[src/rtl/restoring_divider_if.sv]
// restoring_divider_if
//   Handshake and operand/result bundle for the restoring divider.
//   master : drives start, dividend and divisor, and observes the results
//   slave  : the divider itself
//   Signals:
//     start          request a division
//     dividend       unsigned dividend, WIDTH bits
//     divisor        unsigned divisor, WIDTH bits
//     ready          result valid (DONE)
//     busy           iterating (SHIFT)
//     quotient       registered quotient, WIDTH bits
//     remainder      registered remainder, WIDTH bits
//     divide_by_zero registered flag for the last accepted operation
interface restoring_divider_if #(
    parameter int WIDTH = 8
);
    logic             start;
    logic [WIDTH-1:0] dividend;
    logic [WIDTH-1:0] divisor;
    logic             ready;
    logic             busy;
    logic [WIDTH-1:0] quotient;
    logic [WIDTH-1:0] remainder;
    logic             divide_by_zero;

    modport master (
        output start, dividend, divisor,
        input  ready, busy, quotient, remainder, divide_by_zero
    );

    modport slave (
        input  start, dividend, divisor,
        output ready, busy, quotient, remainder, divide_by_zero
    );
endinterface

[src/rtl/restoring_divider.sv]
// restoring_divider
//   Sequential unsigned restoring divider, one quotient bit per clock.
//   Shares the start/ready handshake of the shift-add multiplier.
//   Ports:
//     clock  single clock, rising edge
//     reset  synchronous, active-high; returns to IDLE and clears outputs
//     bus    restoring_divider_if.slave (start, operands, ready, busy,
//            quotient, remainder, divide_by_zero)
module restoring_divider #(
    parameter int WIDTH = 8
) (
    input logic                clock,
    input logic                reset,
    restoring_divider_if.slave bus
);
    localparam int CW = (WIDTH > 2) ? $clog2(WIDTH) : 1;

    typedef enum logic [1:0] {IDLE, SHIFT, DONE} state_t;

    state_t           state;
    logic [WIDTH:0]   rem_r;      // partial remainder R
    logic [WIDTH-1:0] quo_r;      // quotient shift register Q
    logic [WIDTH-1:0] div_r;      // captured divisor D
    logic [CW-1:0]    cnt;
    // Set when DONE was entered from a zero divisor: ready rises one edge
    // later so that path still has a one-cycle latency after the accept.
    logic             zero_pend;

    logic [WIDTH+1:0] shifted;    // {R,Q[MSB]} after the left shift
    logic [WIDTH+1:0] trial;
    logic [WIDTH:0]   rem_nxt;
    logic [WIDTH-1:0] quo_nxt;

    // R < D always holds between steps, so R's top bit is zero and the
    // shifted value fits the WIDTH+2 bit trial without loss.
    always_comb begin
        shifted = {rem_r, quo_r[WIDTH-1]};
        trial   = shifted - {2'b00, div_r};
        rem_nxt = shifted[WIDTH:0];
        quo_nxt = {quo_r[WIDTH-2:0], 1'b0};
        if (!trial[WIDTH+1]) begin
            rem_nxt = trial[WIDTH:0];
            quo_nxt = {quo_r[WIDTH-2:0], 1'b1};
        end
    end

    always_ff @(posedge clock) begin
        if (reset) begin
            state              <= IDLE;
            rem_r              <= '0;
            quo_r              <= '0;
            div_r              <= '0;
            cnt                <= '0;
            zero_pend          <= 1'b0;
            bus.ready          <= 1'b0;
            bus.busy           <= 1'b0;
            bus.quotient       <= '0;
            bus.remainder      <= '0;
            bus.divide_by_zero <= 1'b0;
        end else begin
            case (state)
                IDLE, DONE: begin
                    if (state == DONE && zero_pend) begin
                        bus.ready <= 1'b1;
                        zero_pend <= 1'b0;
                    end else if (bus.start) begin
                        bus.ready <= 1'b0;
                        if (bus.divisor != '0) begin
                            rem_r    <= '0;
                            quo_r    <= bus.dividend;
                            div_r    <= bus.divisor;
                            cnt      <= CW'(WIDTH - 1);
                            bus.busy <= 1'b1;
                            state    <= SHIFT;
                        end else begin
                            bus.quotient       <= '1;
                            bus.remainder      <= bus.dividend;
                            bus.divide_by_zero <= 1'b1;
                            zero_pend          <= 1'b1;
                            state              <= DONE;
                        end
                    end
                end
                SHIFT: begin
                    rem_r <= rem_nxt;
                    quo_r <= quo_nxt;
                    cnt   <= cnt - 1'b1;
                    if (cnt == '0) begin
                        bus.quotient       <= quo_nxt;
                        bus.remainder      <= rem_nxt[WIDTH-1:0];
                        bus.divide_by_zero <= 1'b0;
                        bus.busy           <= 1'b0;
                        bus.ready          <= 1'b1;
                        state              <= DONE;
                    end
                end
                default: state <= IDLE;
            endcase
        end
    end
endmodule

[src/flat_wrapper.sv]
// flat-port wrapper written by rule: the top's interface ports become plain ports
module restoring_divider_flat 
#(
    parameter int WIDTH = 8
)
  (clock, reset, bus_start, bus_dividend, bus_divisor, bus_ready, bus_busy, bus_quotient, bus_remainder, bus_divide_by_zero);
  restoring_divider_if #(.WIDTH(WIDTH)) bus_i ();
  input logic clock;
  input logic reset;
  input wire logic [$bits(bus_i.start)-1:0] bus_start;
  input wire logic [$bits(bus_i.dividend)-1:0] bus_dividend;
  input wire logic [$bits(bus_i.divisor)-1:0] bus_divisor;
  output wire logic [$bits(bus_i.ready)-1:0] bus_ready;
  output wire logic [$bits(bus_i.busy)-1:0] bus_busy;
  output wire logic [$bits(bus_i.quotient)-1:0] bus_quotient;
  output wire logic [$bits(bus_i.remainder)-1:0] bus_remainder;
  output wire logic [$bits(bus_i.divide_by_zero)-1:0] bus_divide_by_zero;
  assign bus_i.start = bus_start;
  assign bus_i.dividend = bus_dividend;
  assign bus_i.divisor = bus_divisor;
  assign bus_ready = bus_i.ready;
  assign bus_busy = bus_i.busy;
  assign bus_quotient = bus_i.quotient;
  assign bus_remainder = bus_i.remainder;
  assign bus_divide_by_zero = bus_i.divide_by_zero;
  restoring_divider #(.WIDTH(WIDTH)) u_core (.clock(clock), .reset(reset), .bus(bus_i));
endmodule
[config.mk]
export PLATFORM = sky130hd
export DESIGN_NAME = restoring_divider_flat
export DESIGN_NICKNAME = d
export VERILOG_FILES = /design/src/rtl/restoring_divider_if.sv /design/src/rtl/restoring_divider.sv /design/src/flat_wrapper.sv
export SDC_FILE = /design/constraint.sdc
export NUM_CORES = 1
export LEC_CHECK = 0
export ABC_CLOCK_PERIOD_IN_PS = 2750
export CORE_ASPECT_RATIO = 1.1
export CORE_MARGIN = 2
export CORE_UTILIZATION = 54
export DETAILED_ROUTE_END_ITERATION = 7
export GPL_TIMING_DRIVEN = 1
export PLACE_DENSITY = 0.84
export REMOVE_ABC_BUFFERS = 1
export SYNTH_ARGS = -nofsm -noshare
export SYNTH_HDL_FRONTEND = slang
export SYNTH_SLANG_ARGS = --single-unit
[constraint.sdc]
create_clock -name clock -period 2.75 [get_ports clock]
set_input_delay 0.4125 -clock clock [delete_from_list [all_inputs] [get_ports clock]]
set_output_delay 0.4125 -clock clock [all_outputs]
set_load 0.02 [all_outputs]
==> results.sh <==
export IMPL_synth_edf_count=0
export IMPL_clockBufferDepth=2
export IMPL_worstPathArrival_ns=2.45
export IMPL_synthArstFlopShare_pct=0
export IMPL_syn_area_per_cell_um2=8.24
export IMPL_reg2reg_slack_ns=0.48
export IMPL_first_pass_iters=4
export IMPL_cts_sinks=50
export IMPL_fin_crit_sh_pct=82.4
export IMPL_max_cap_violations=0
export IMPL_hold_viol=0
export IMPL_via_per_inst=6.05
export IMPL_cp_end_kind="flop"
export IMPL_grt_max_degree=29
export IMPL_crit_family="compound AO/OA/AOI/OAI gates"
export IMPL_final_common_cell="nand2_1"
export IMPL_initial_core_util_pct=54.8
export IMPL_synth_area_um2=2700
export IMPL_grt_overflow=0
export IMPL_ios=38
export IMPL_fin_crit_ns=2.27
export IMPL_p_per_area_nw_per_um2=678
export IMPL_power_mw=2.19
export IMPL_final_cell_mix="nand2_1, dfxtp_1, clkdlybuf4s50_1, nor2_1"
export IMPL_final_antenna_net_count=0
export IMPL_setup_ws_ns=0.484
export IMPL_die_h_um=78.2
export IMPL_required_ns=2.93
export IMPL_fin_setup_tns_ns=0
export IMPL_hpwl_um=4910
export IMPL_finalSetupViolations=0
export IMPL_crit_start="u_core.div_r[6]"
export IMPL_worst_slew_pin_slew_ns=0.550
export IMPL_ys_ff_latch=50
export IMPL_insertedDiodeCount=0
export IMPL_track_usage_pct=24.7
export IMPL_report_final_slew_viol_count=0
export IMPL_clock_latency_ns=0.30
export IMPL_max_clock_freq_ghz=0.441
export IMPL_drt_initial_drc_count=197
export IMPL_worst_clock_skew_ns=0.00709
export IMPL_gp_congestion=0.893
export IMPL_post_place_cells=414
export IMPL_crit_type="reg -> reg"
export IMPL_worstPathBufferInverterCount=2
export IMPL_clkSlewWorstSetupHoldPaths_ns=0.09
export IMPL_holdBufCountCts=0
export IMPL_ys_types=50
export IMPL_hold_path_depth=2
export IMPL_post_route_drc_count=0
export IMPL_crit_fanout=8
export IMPL_clockRootBuffer="clkbuf_8"
export IMPL_nets=393
export IMPL_cts_buffers=5
export IMPL_dieArea_um2=5590
export IMPL_cp_slowest_stage_delay_ns=0.35
export IMPL_synth_cells=328
export IMPL_coreArea_um2=4930
export IMPL_ys_warn_count=0
export IMPL_reg2reg_from="u_core.div_r[6]"
export IMPL_cts_tree="done"
export IMPL_rsz0062_at_grt="no"
export IMPL_hold_start="u_core.quo_r[4]"
export IMPL_drive_above_1_share_pct=9.09
export IMPL_antenna_found_initial=0
export IMPL_cp_cell_sequence="inv_1 -> ha_1 -> a21o_1 -> a211oi_2 -> nand2b_1 -> o211a_1 -> buf_4 -> mux2i_1 -> o21ai_0"
export IMPL_die_x_um=71.5
export IMPL_dp_worst_setup_slack_ns=0.212
export IMPL_cp_slowest_cell="ha_1"
export IMPL_grt_pass1_wl_um=11100
export IMPL_routed_via_count=2546
export IMPL_cellLeakagePower_nw=1.24
export IMPL_synth_flop_cell="dfxtp_1"
export IMPL_status="finished, final reports clean"
export IMPL_final_cells=421
export IMPL_grt_pass1_vias=2360
export IMPL_syn_to_final_growth_pct=19.4
export IMPL_hp_class="reg -> reg"
export IMPL_post_cts_setup_buffer_count=0
export IMPL_cts_htree_levels=2
export IMPL_rows=27
export IMPL_path_depth=9
export IMPL_post_cts_resized=0
export IMPL_reg2reg_depth=9
export IMPL_drt_total_wl_um=6590
export IMPL_slew_headroom_pct=63.3
export IMPL_irDropWorstVdd_mv=0.536
export IMPL_startpoint_type="flop"
export IMPL_routedWlPerCell_um=15.7
export IMPL_synth_seq_area_share_pct=37.0
export IMPL_portBuffers=37
[power by group]
group	internal, mW	total, mW	switching, mW
sequential	0.794	0.856	0.0619
combinational	0.338	0.804	0.466
clock	0.291	0.529	0.238
[area by class of cell]
type / instances / area [um^2]
Clock buffer: 6 / 82.6
Clock inverter: 1 / 30.0
Fill cell: 428 / 1700
Inverter: 16 / 60.1
Multi-Input combinational cell: 242 / 1530
Sequential cell: 50 / 1000
Tap cell: 58 / 72.6
Timing Repair Buffer: 48 / 453
[kinds of logic after synthesis]
group | Yosys count | synth area share [%]
xor gates and xnor gates | 5 | 1.62
muxes | 10 | 3.70
AOI/OAI and AO/OA | 99 | 26.7
buffers and inverters | 36 | 6.39
adders and majority gates | 11 | 5.37
and+or+nand+nor | 117 | 19.3
DFF | 50 | 37.0
[metrics by stage]
| stage | util (%) | hold slack (ns) | instance area (um^2) |
|---|---|---|---|
| after floorplan | - | 0.448 | 2590 |
| after global placement | 63.2 | 0.474 | 3120 |
| final | 65.5 | 0.502 | 3230 |
| after detailed placement | 63.2 | 0.487 | 3120 |
| after global routing | 65.5 | 0.528 | 3230 |
| after CTS | 65.5 | 0.504 | 3230 |
[path summary, 6_finish.rpt]
| check | end |
|---|---|
| setup reg to reg | u_core.rem_r[1] |
| hold reg to reg | u_core.quo_r[5] |
| hold / removal | u_core.quo_r[5] |
| setup / recovery | u_core.rem_r[1] |
[cell usage after synthesis (4+ instances only)]
library cell  number  area share [%]
dfxtp_1           50              37
ha_1              10             4.6
o21ai_1            9             1.7
a31oi_1            8             1.9
a21oi_1           10             1.9
nand4_1            4            0.93
inv_1             16             2.2
a32oi_1            4             1.3
a311oi_1           7             2.3
nand2b_1           4            0.93
o221a_2            8             3.3
buf_2              6             1.1
and2_1             4            0.93
a211oi_1           4             1.1
clkbuf_1           9             1.2
o21ai_0           16             3.0
nand2_1           56             7.8
nor2_1            25             3.5
o211ai_1           8             2.2
nand3_1           10             1.9
xnor2_1            4             1.3
o21a_1             6             1.7
mux2i_1           10             3.7
[layer usage]
metal	global-route usage, %	vias up	wire [um]
met5	0	-	0
met4	9.06	0	135
met3	3.47	13	438
met2	43.2	91	3200
met1	30.6	1191	2820
li1	-	1251	-
[state kept, by name, summed over array words and instances (netlist names)]
register / cells
u_core.bus.divide_by_zero: 1
u_core.cnt: 3
u_core.bus.busy: 1
u_core.bus.remainder: 8
u_core.rem_r: 9
u_core.bus.ready: 1
u_core.zero_pend: 1
u_core.bus.quotient: 8
u_core.quo_r: 8
u_core.state: 2
u_core.div_r: 8
[worst min-delay path, delay by kind of cell (launching register included)]
kind	cells	cell delay (ns)
flip-flops	1	0.33
AO/OA/AOI/OAI	1	0.07
AND/OR/NAND/NOR	1	0.06
Power figures use the tool's default switching activity.
